`src/rtl/piso_pkg.sv`:
```
// Shared types and constants for the parallel-in serial-out serializer.
package piso_pkg;

    // Controller states: IDLE waits for a held word, SHIFT streams bits out.
    typedef enum logic [0:0] {
        IDLE  = 1'b0,
        SHIFT = 1'b1
    } state_e;

    localparam int PISO_DEFAULT_WIDTH = 4;

endpackage

```
`src/rtl/bit_counter.sv`:
```
// Mod-WIDTH bit counter with synchronous clear, count enable and terminal-count flag.
module bit_counter
    import piso_pkg::*;
#(
    parameter int WIDTH = PISO_DEFAULT_WIDTH
) (
    input  logic                     clk,
    input  logic                     reset,
    input  logic                     clear,
    input  logic                     enable,
    output logic [$clog2(WIDTH)-1:0] cnt,
    output logic                     terminal
);

    localparam int CNT_W = $clog2(WIDTH);
    localparam logic [CNT_W-1:0] CNT_LAST = CNT_W'(WIDTH - 1);

    logic [CNT_W-1:0] cnt_q;
    logic [CNT_W-1:0] cnt_d;

    // Clear wins over enable so a freshly loaded word always starts at bit 0.
    always_comb begin
        cnt_d = cnt_q;
        if (clear) begin
            cnt_d = '0;
        end else if (enable) begin
            if (cnt_q == CNT_LAST) begin
                cnt_d = '0;
            end else begin
                cnt_d = cnt_q + CNT_W'(1);
            end
        end
    end

    // Counter register, forced to zero by the asynchronous reset.
    always_ff @(posedge clk or posedge reset) begin
        if (reset) begin
            cnt_q <= '0;
        end else begin
            cnt_q <= cnt_d;
        end
    end

    assign cnt      = cnt_q;
    assign terminal = (cnt_q == CNT_LAST);

endmodule

```
`src/rtl/piso_serializer.sv`:
```
// Parallel-in serial-out serializer: one holding register in front of a
// shift register, so the next word can wait while the current one streams.
module piso_serializer
    import piso_pkg::*;
#(
    parameter int WIDTH     = PISO_DEFAULT_WIDTH,
    parameter int MSB_FIRST = 1
) (
    input  logic             clk,
    input  logic             reset,
    input  logic [WIDTH-1:0] pin,
    input  logic             load_valid,
    output logic             load_ready,
    output logic             sout,
    output logic             sout_valid,
    output logic             done
);

    localparam int CNT_W = $clog2(WIDTH);
    localparam logic [CNT_W-1:0] CNT_LAST = CNT_W'(WIDTH - 1);

    state_e           state_q;
    state_e           state_d;
    logic [WIDTH-1:0] hold_q;
    logic [WIDTH-1:0] hold_d;
    logic             hold_full_q;
    logic             hold_full_d;
    logic [WIDTH-1:0] shreg_q;
    logic [WIDTH-1:0] shreg_d;

    logic             accept;
    logic             load_shreg;
    logic             cnt_enable;
    logic             terminal;
    logic [CNT_W-1:0] cnt;
    logic             out_bit;

    // No bypass: a word is only taken while the holding register is empty.
    assign load_ready = !hold_full_q;
    assign accept     = load_valid && !hold_full_q;
    assign cnt_enable = (state_q == SHIFT);

    bit_counter #(
        .WIDTH(WIDTH)
    ) u_bit_counter (
        .clk     (clk),
        .reset   (reset),
        .clear   (load_shreg),
        .enable  (cnt_enable),
        .cnt     (cnt),
        .terminal(terminal)
    );

    // Next-state logic: move held words into the shifter and shift one bit per cycle.
    always_comb begin
        state_d     = state_q;
        hold_d      = hold_q;
        hold_full_d = hold_full_q;
        shreg_d     = shreg_q;
        load_shreg  = 1'b0;

        case (state_q)
            IDLE: begin
                if (hold_full_q) begin
                    shreg_d     = hold_q;
                    hold_full_d = 1'b0;
                    load_shreg  = 1'b1;
                    state_d     = SHIFT;
                end
            end
            SHIFT: begin
                if (MSB_FIRST != 0) begin
                    shreg_d = {shreg_q[WIDTH-2:0], 1'b0};
                end else begin
                    shreg_d = {1'b0, shreg_q[WIDTH-1:1]};
                end
                if (terminal) begin
                    if (hold_full_q) begin
                        shreg_d     = hold_q;
                        hold_full_d = 1'b0;
                        load_shreg  = 1'b1;
                    end else begin
                        state_d = IDLE;
                    end
                end
            end
        endcase

        // Accept only happens when hold is empty, so it never collides with a drain.
        if (accept) begin
            hold_d      = pin;
            hold_full_d = 1'b1;
        end
    end

    // Controller and datapath registers, all cleared immediately by reset.
    always_ff @(posedge clk or posedge reset) begin
        if (reset) begin
            state_q     <= IDLE;
            hold_q      <= '0;
            hold_full_q <= 1'b0;
            shreg_q     <= '0;
        end else begin
            state_q     <= state_d;
            hold_q      <= hold_d;
            hold_full_q <= hold_full_d;
            shreg_q     <= shreg_d;
        end
    end

    assign out_bit    = (MSB_FIRST != 0) ? shreg_q[WIDTH-1] : shreg_q[0];
    assign sout_valid = (state_q == SHIFT);
    assign sout       = (state_q == SHIFT) && out_bit;
    assign done       = (state_q == SHIFT) && (cnt == CNT_LAST);

endmodule

```
`config.mk`:
```
export PLATFORM = sky130hd
export DESIGN_NAME = piso_serializer
export DESIGN_NICKNAME = d
export VERILOG_FILES = /design/src/rtl/piso_pkg.sv /design/src/rtl/bit_counter.sv /design/src/rtl/piso_serializer.sv
export SDC_FILE = /design/constraint.sdc
export NUM_CORES = 1
export LEC_CHECK = 0
export ABC_AREA = 1
export CELL_PAD_IN_SITES_DETAIL_PLACEMENT = 1
export CELL_PAD_IN_SITES_GLOBAL_PLACEMENT = 2
export CORE_MARGIN = 2
export CORE_UTILIZATION = 32
export DETAILED_ROUTE_END_ITERATION = 16
export PLACE_DENSITY = 0.83
export SYNTH_ARGS = -nofsm -noshare
export SYNTH_HDL_FRONTEND = slang
export SYNTH_SLANG_ARGS = --single-unit
```
`constraint.sdc`:
```
create_clock -name clk -period 2.6 [get_ports clk]
set_input_delay 0.26 -clock clk [delete_from_list [all_inputs] [get_ports clk]]
set_output_delay 0.26 -clock clk [all_outputs]
set_load 0.02 [all_outputs]
```
# Yosys cells after proc, flatten, opt, wreduce, memory -nomap -nowiden
# Index checks and enable logic that the tools add are counted.
[totals]
regBits = 12
input_bits = 7
output_inout_bits = 4
[classes]
addsub = 1
n_eq_ne = 3
n_mux = 15
n_bitwise = 1
n_reduce_logical = 5
[ops]
columns = ["op", "n"]
rows = [
  ["$mux W4", 3],
  ["$pmux W4 S2", 1],
  ["$mux W2", 3],
  ["$pmux W1 S2", 3],
  ["$mux W1", 5],
  ["$logic_and A1 B1 Y1", 3],
  ["$ne A3 B1 Y1 const B", 1],
  ["$add A2 B1 Y2 const B", 1],
  ["$eq A2 B2 Y1 const B", 1],
  ["$ne A2 B2 Y1 const B", 1],
  ["$reduce_bool A2 Y1", 1],
  ["$logic_not A1 Y1", 1],
  ["$not A1 Y1", 1],
]

# Logic depth before layout (Yosys ltp)
[depth]
ltp_word = 4
ltp_mapped = 6
mapped_depth_nobuf = 6

# By module
# A second synthesis with hierarchy kept.
[hier_totals]
hier_cells = 71
area_unflattened_um2 = 565.5
[by_module_without_submodules]
columns = ["module", "n_inst", "cells_each", "area_each_um2", "seq_area_each_um2"]
rows = [
  ["piso_serializer", 1, 58, 460.4, 250.2],
  ["bit_counter", 1, 13, 105.1, 50.0],
]

# Worst setup path after synthesis
# Ideal clock, no wire load.
[synth_path]
kind = "register to register"
start = "register state_q, in the netlist sout_valid"
end = "register shreg_q[1]"
setup_time_ns = 0.117
arrival_ns = 0.967
required_time_ns = 2.483
path_slack_ns = 1.516
stages_incl_launch_ff = 6
synth_period_minus_slack_ns = 1.084
cell_sequence = "dfrtp_1 buf_6 nor2_2 inv_2 nand3_1 nand2_1"
[synth_via]
elab_chain_cells = 2
[synth_rtl]
columns = ["item", "line", "source"]
rows = [
  ["from (decl)", "piso_serializer.sv:22", "state_e state_q;"],
  ["from (signal assigned)", "piso_serializer.sv:104", "state_q <= state_d;"],
  ["$not A1 Y1", "-", ""],
  ["$pmux W4 S2 or $ne A2 B2 Y1 (tied branches)", "-", ""],
  ["to (signal assigned)", "piso_serializer.sv:107", "shreg_q <= shreg_d;"],
  ["to (decl)", "piso_serializer.sv:28", "logic [WIDTH-1:0] shreg_q;"],
]
# Several ways; a longest one is shown, not always the timed one.
# A chain may end at the register's enable or synchronous reset.

# Final worst setup path
[layout_path]
start = "register u_bit_counter.cnt_q[0], in the netlist u_bit_counter.cnt[0]"
end = "output port done"
[layout_via]
elab_chain_cells = 2
[layout_rtl]
columns = ["item", "line", "source"]
rows = [
  ["from (decl)", "bit_counter.sv:18", "logic [CNT_W-1:0] cnt_q;"],
  ["from (signal assigned)", "bit_counter.sv:40", "cnt_q <= cnt_d;"],
  ["$eq A2 B2 Y1", "piso_serializer.sv:114", "assign done = (state_q == SHIFT) && (cnt == CNT_LAST);"],
  ["$logic_and A1 B1 Y1", "piso_serializer.sv:114", ""],
  ["to (decl)", "piso_serializer.sv:16", "output logic done"],
]
# Every way passes these cells.

==> results.ini <==
[run_status]
status = finished clean

[final_layout]
syn2layout_area_growth_pct = 25.2
diodes = 0
instances_no_fill = 107
fin_nets = 92
multi_input_area_um2 = 263
regArea_um2 = 300
drive_gt1_frac = 0.220
fin_area_um2 = 778
n_fill_cell = 213

[routing]
drt-total-wl_um = 1180
viasPerCell = 4.36
final_antenna_net_count = 0
drt_iter0_drc = 1
dr.pass1.iters = 2
num_vias = 466
drcViolationCount = 0
detail_route.wl_per_cell_um = 11.0

[sta]
rsz0062_at_grt = no
post-route-min-period_ns = 1.89
setup_slack_ns = 0.715
setup_viol = 0
finClkSkew_ns = 0.00473
setup_tns_ns = 0
fin_crit_sh = 0.725
max_freq_mhz = 530
slew_violations = 0
worstMarginPinSlew_ns = 0.478
max-slew-margin-rel = 0.681
hold_viol = 0

[floorplanning]
coreArea_mm2 = 0.00178
dieHeight_um = 48.1
initial_core_util = 0.349
die_x_um = 48.1
io_pins = 11
core.rowCount = 15
die_area_mm2 = 0.00231

[cts]
htree_levels = 1
cts.root.buffer_cell = clkbuf_4
cts_buffers = 3
tritoncts = built
hold_buffers = 0
clk_pin_slew_ns = 0.08
post_cts_buffers = 0
clk_path_buf_depth = 2
cts_resized = 0
cts_sinks = 12
insertion_delay_ns = 0.27

[synthesis]
synth-seq-area-share = 0.483
synth_ff_type = dfrtp_1
synth_mux_area_frac = 0
synth_cell_types = 17
synth.most_common_cell = nand2_1
synth_xor_xnor_area_share = 0
netlist_top_cells_count = nand2_1, dfrtp_1, inv_1
synth_compound_area_frac = 0.0744
synthAdderAreaFrac = 0.0402
synth_top_family_by_area = simple AND/OR/NAND/NOR gates
synth.top_cell.area_share = 0.483
syn_avg_cell_area_um2 = 9.01
syn_nets = 78
yosys_warnings = 0
postSynth.asyncResetShare = 1.00
synth_area_leaders = dfrtp_1, nand2_1, nand3_1, inv_1, a21oi_2
syn_inst = 69
synth_top_area_cell = dfrtp_1
ys_ff_latch = 12
synth-simple-area-share = 0.308
synth_area_um2 = 622
synth-edff-count = 0

[place]
post_dp_cell_area_um2 = 742
post-place-ws_ns = 1.01
dp_hpwl_um = 857
io_buffers = 10
placedCellCount = 103
gp_congestion = 0.743

[global_route]
antenna_found_initial = 0
grt_max_degree = 13
grt_pass1_vias = 474
grtUsageTotal = 0.138
grt_pass1_wl_um = 2060
overflow = 0

[hold_path]
hp-class = primary input to asynchronous set/reset pin

[worst_setup_path]
cp.required_ns = 2.34
worst-path-max-fanout = 4
cp_top_family = buffers and inverters
crit_arrival_ns = 1.63
cp_cell_sequence = ha_1, nand2_1, inv_1, clkdlybuf4s50_1
cpPeakStageDelay_ns = 0.59
critPathBufInv = 2
path_class = flip-flop to primary output
startpoint_type = flip-flop
endpoint_kind = primary output
cp_slowest_cell = clkdlybuf4s50_1

[power]
p_leak_uw = 0.000390
p_per_area_mw_per_mm2 = 1250
finalPower_uw = 973
peakVddDrop_v = 0.000656

[flow_run]
max_cap_violations = 0

[cells by family (layout without fill, tap and decap cells)]
logic type                 after synthesis  in the layout
DFF                                     12             12
buffers and inverters                   13             26
AOI/OAI and AO/OA                        6              6
adders and majority gates                2              2
and+or+nand+nor                         36             36
[routing by layer]
layer  wire, um  GRT usage
met2        560      0.216
met1        566      0.170
met4         18     0.0973
met3         36     0.0226
met5          0          0
[per-stage QoR]
| step | hold slack (ns) | utilization |
|---|---|---|
| detailed placement | 0.463 | 0.416 |
| CTS | 0.307 | 0.436 |
| global placement | 0.462 | 0.416 |
| finish | 0.299 | 0.436 |
| floorplan | 0.125 | - |
| global route | 0.355 | 0.436 |
[placed cells by master, fill, tap and decap left out, types with 2 or more instances in the layout]
cell / synthesis / final
nor2_2: 4 / 4
dfrtp_1: 12 / 12
inv_1: 9 / 9
or2_1: 2 / 2
clkdlybuf4s50_1: 0 / 10
inv_2: 2 / 2
nand2_1: 18 / 18
a21oi_2: 3 / 3
clkbuf_4: 0 / 3
ha_1: 2 / 2
nand2_4: 2 / 2
nand3_1: 8 / 8
[sequential cells by signal (all words and copies together), names as in the netlist]
| name | cells |
|---|---|
| hold_q | 4 |
| shreg_q | 4 |
| u_bit_counter.cnt | 2 |
| hold_full_q | 1 |
| sout_valid | 1 |
[final cells by class]
type,count,area share
inverters,12,0.0611
multi-input cells,44,0.338
clock buffers,4,0.0466
repair buffers,10,0.129
well taps,25,0.0402
flip-flops and latches,12,0.386
[final timing paths]
path                            cells after the start                              from  slack [ns]                endpoint
worst max-delay path                                4  u_bit_counter.cnt[0]$_DFFE_PP0P_        0.71                    done
worst min-delay path                                2                             reset        0.30   hold_q[1]$_DFFE_PP0P_
worst max register to register                      4              sout_valid$_DFF_PP0_        1.41  shreg_q[1]$_DFFE_PP0P_
worst min register to register                      2            shreg_q[2]$_DFFE_PP0P_        0.48  shreg_q[2]$_DFFE_PP0P_
max in group asynchronous                           2                             reset        1.97  shreg_q[3]$_DFFE_PP0P_
min in group clk                                    2            shreg_q[2]$_DFFE_PP0P_        0.48  shreg_q[2]$_DFFE_PP0P_
[power by group]
part	switching, uW	leakage (uW)	total [uW]	internal, uW
logic	263	0.000228	466	202
registers	83.6	0.000141	361	277
clock network	61.6	0.0000210	147	85.0
No activity file was read; power rests on OpenSTA's default activity.
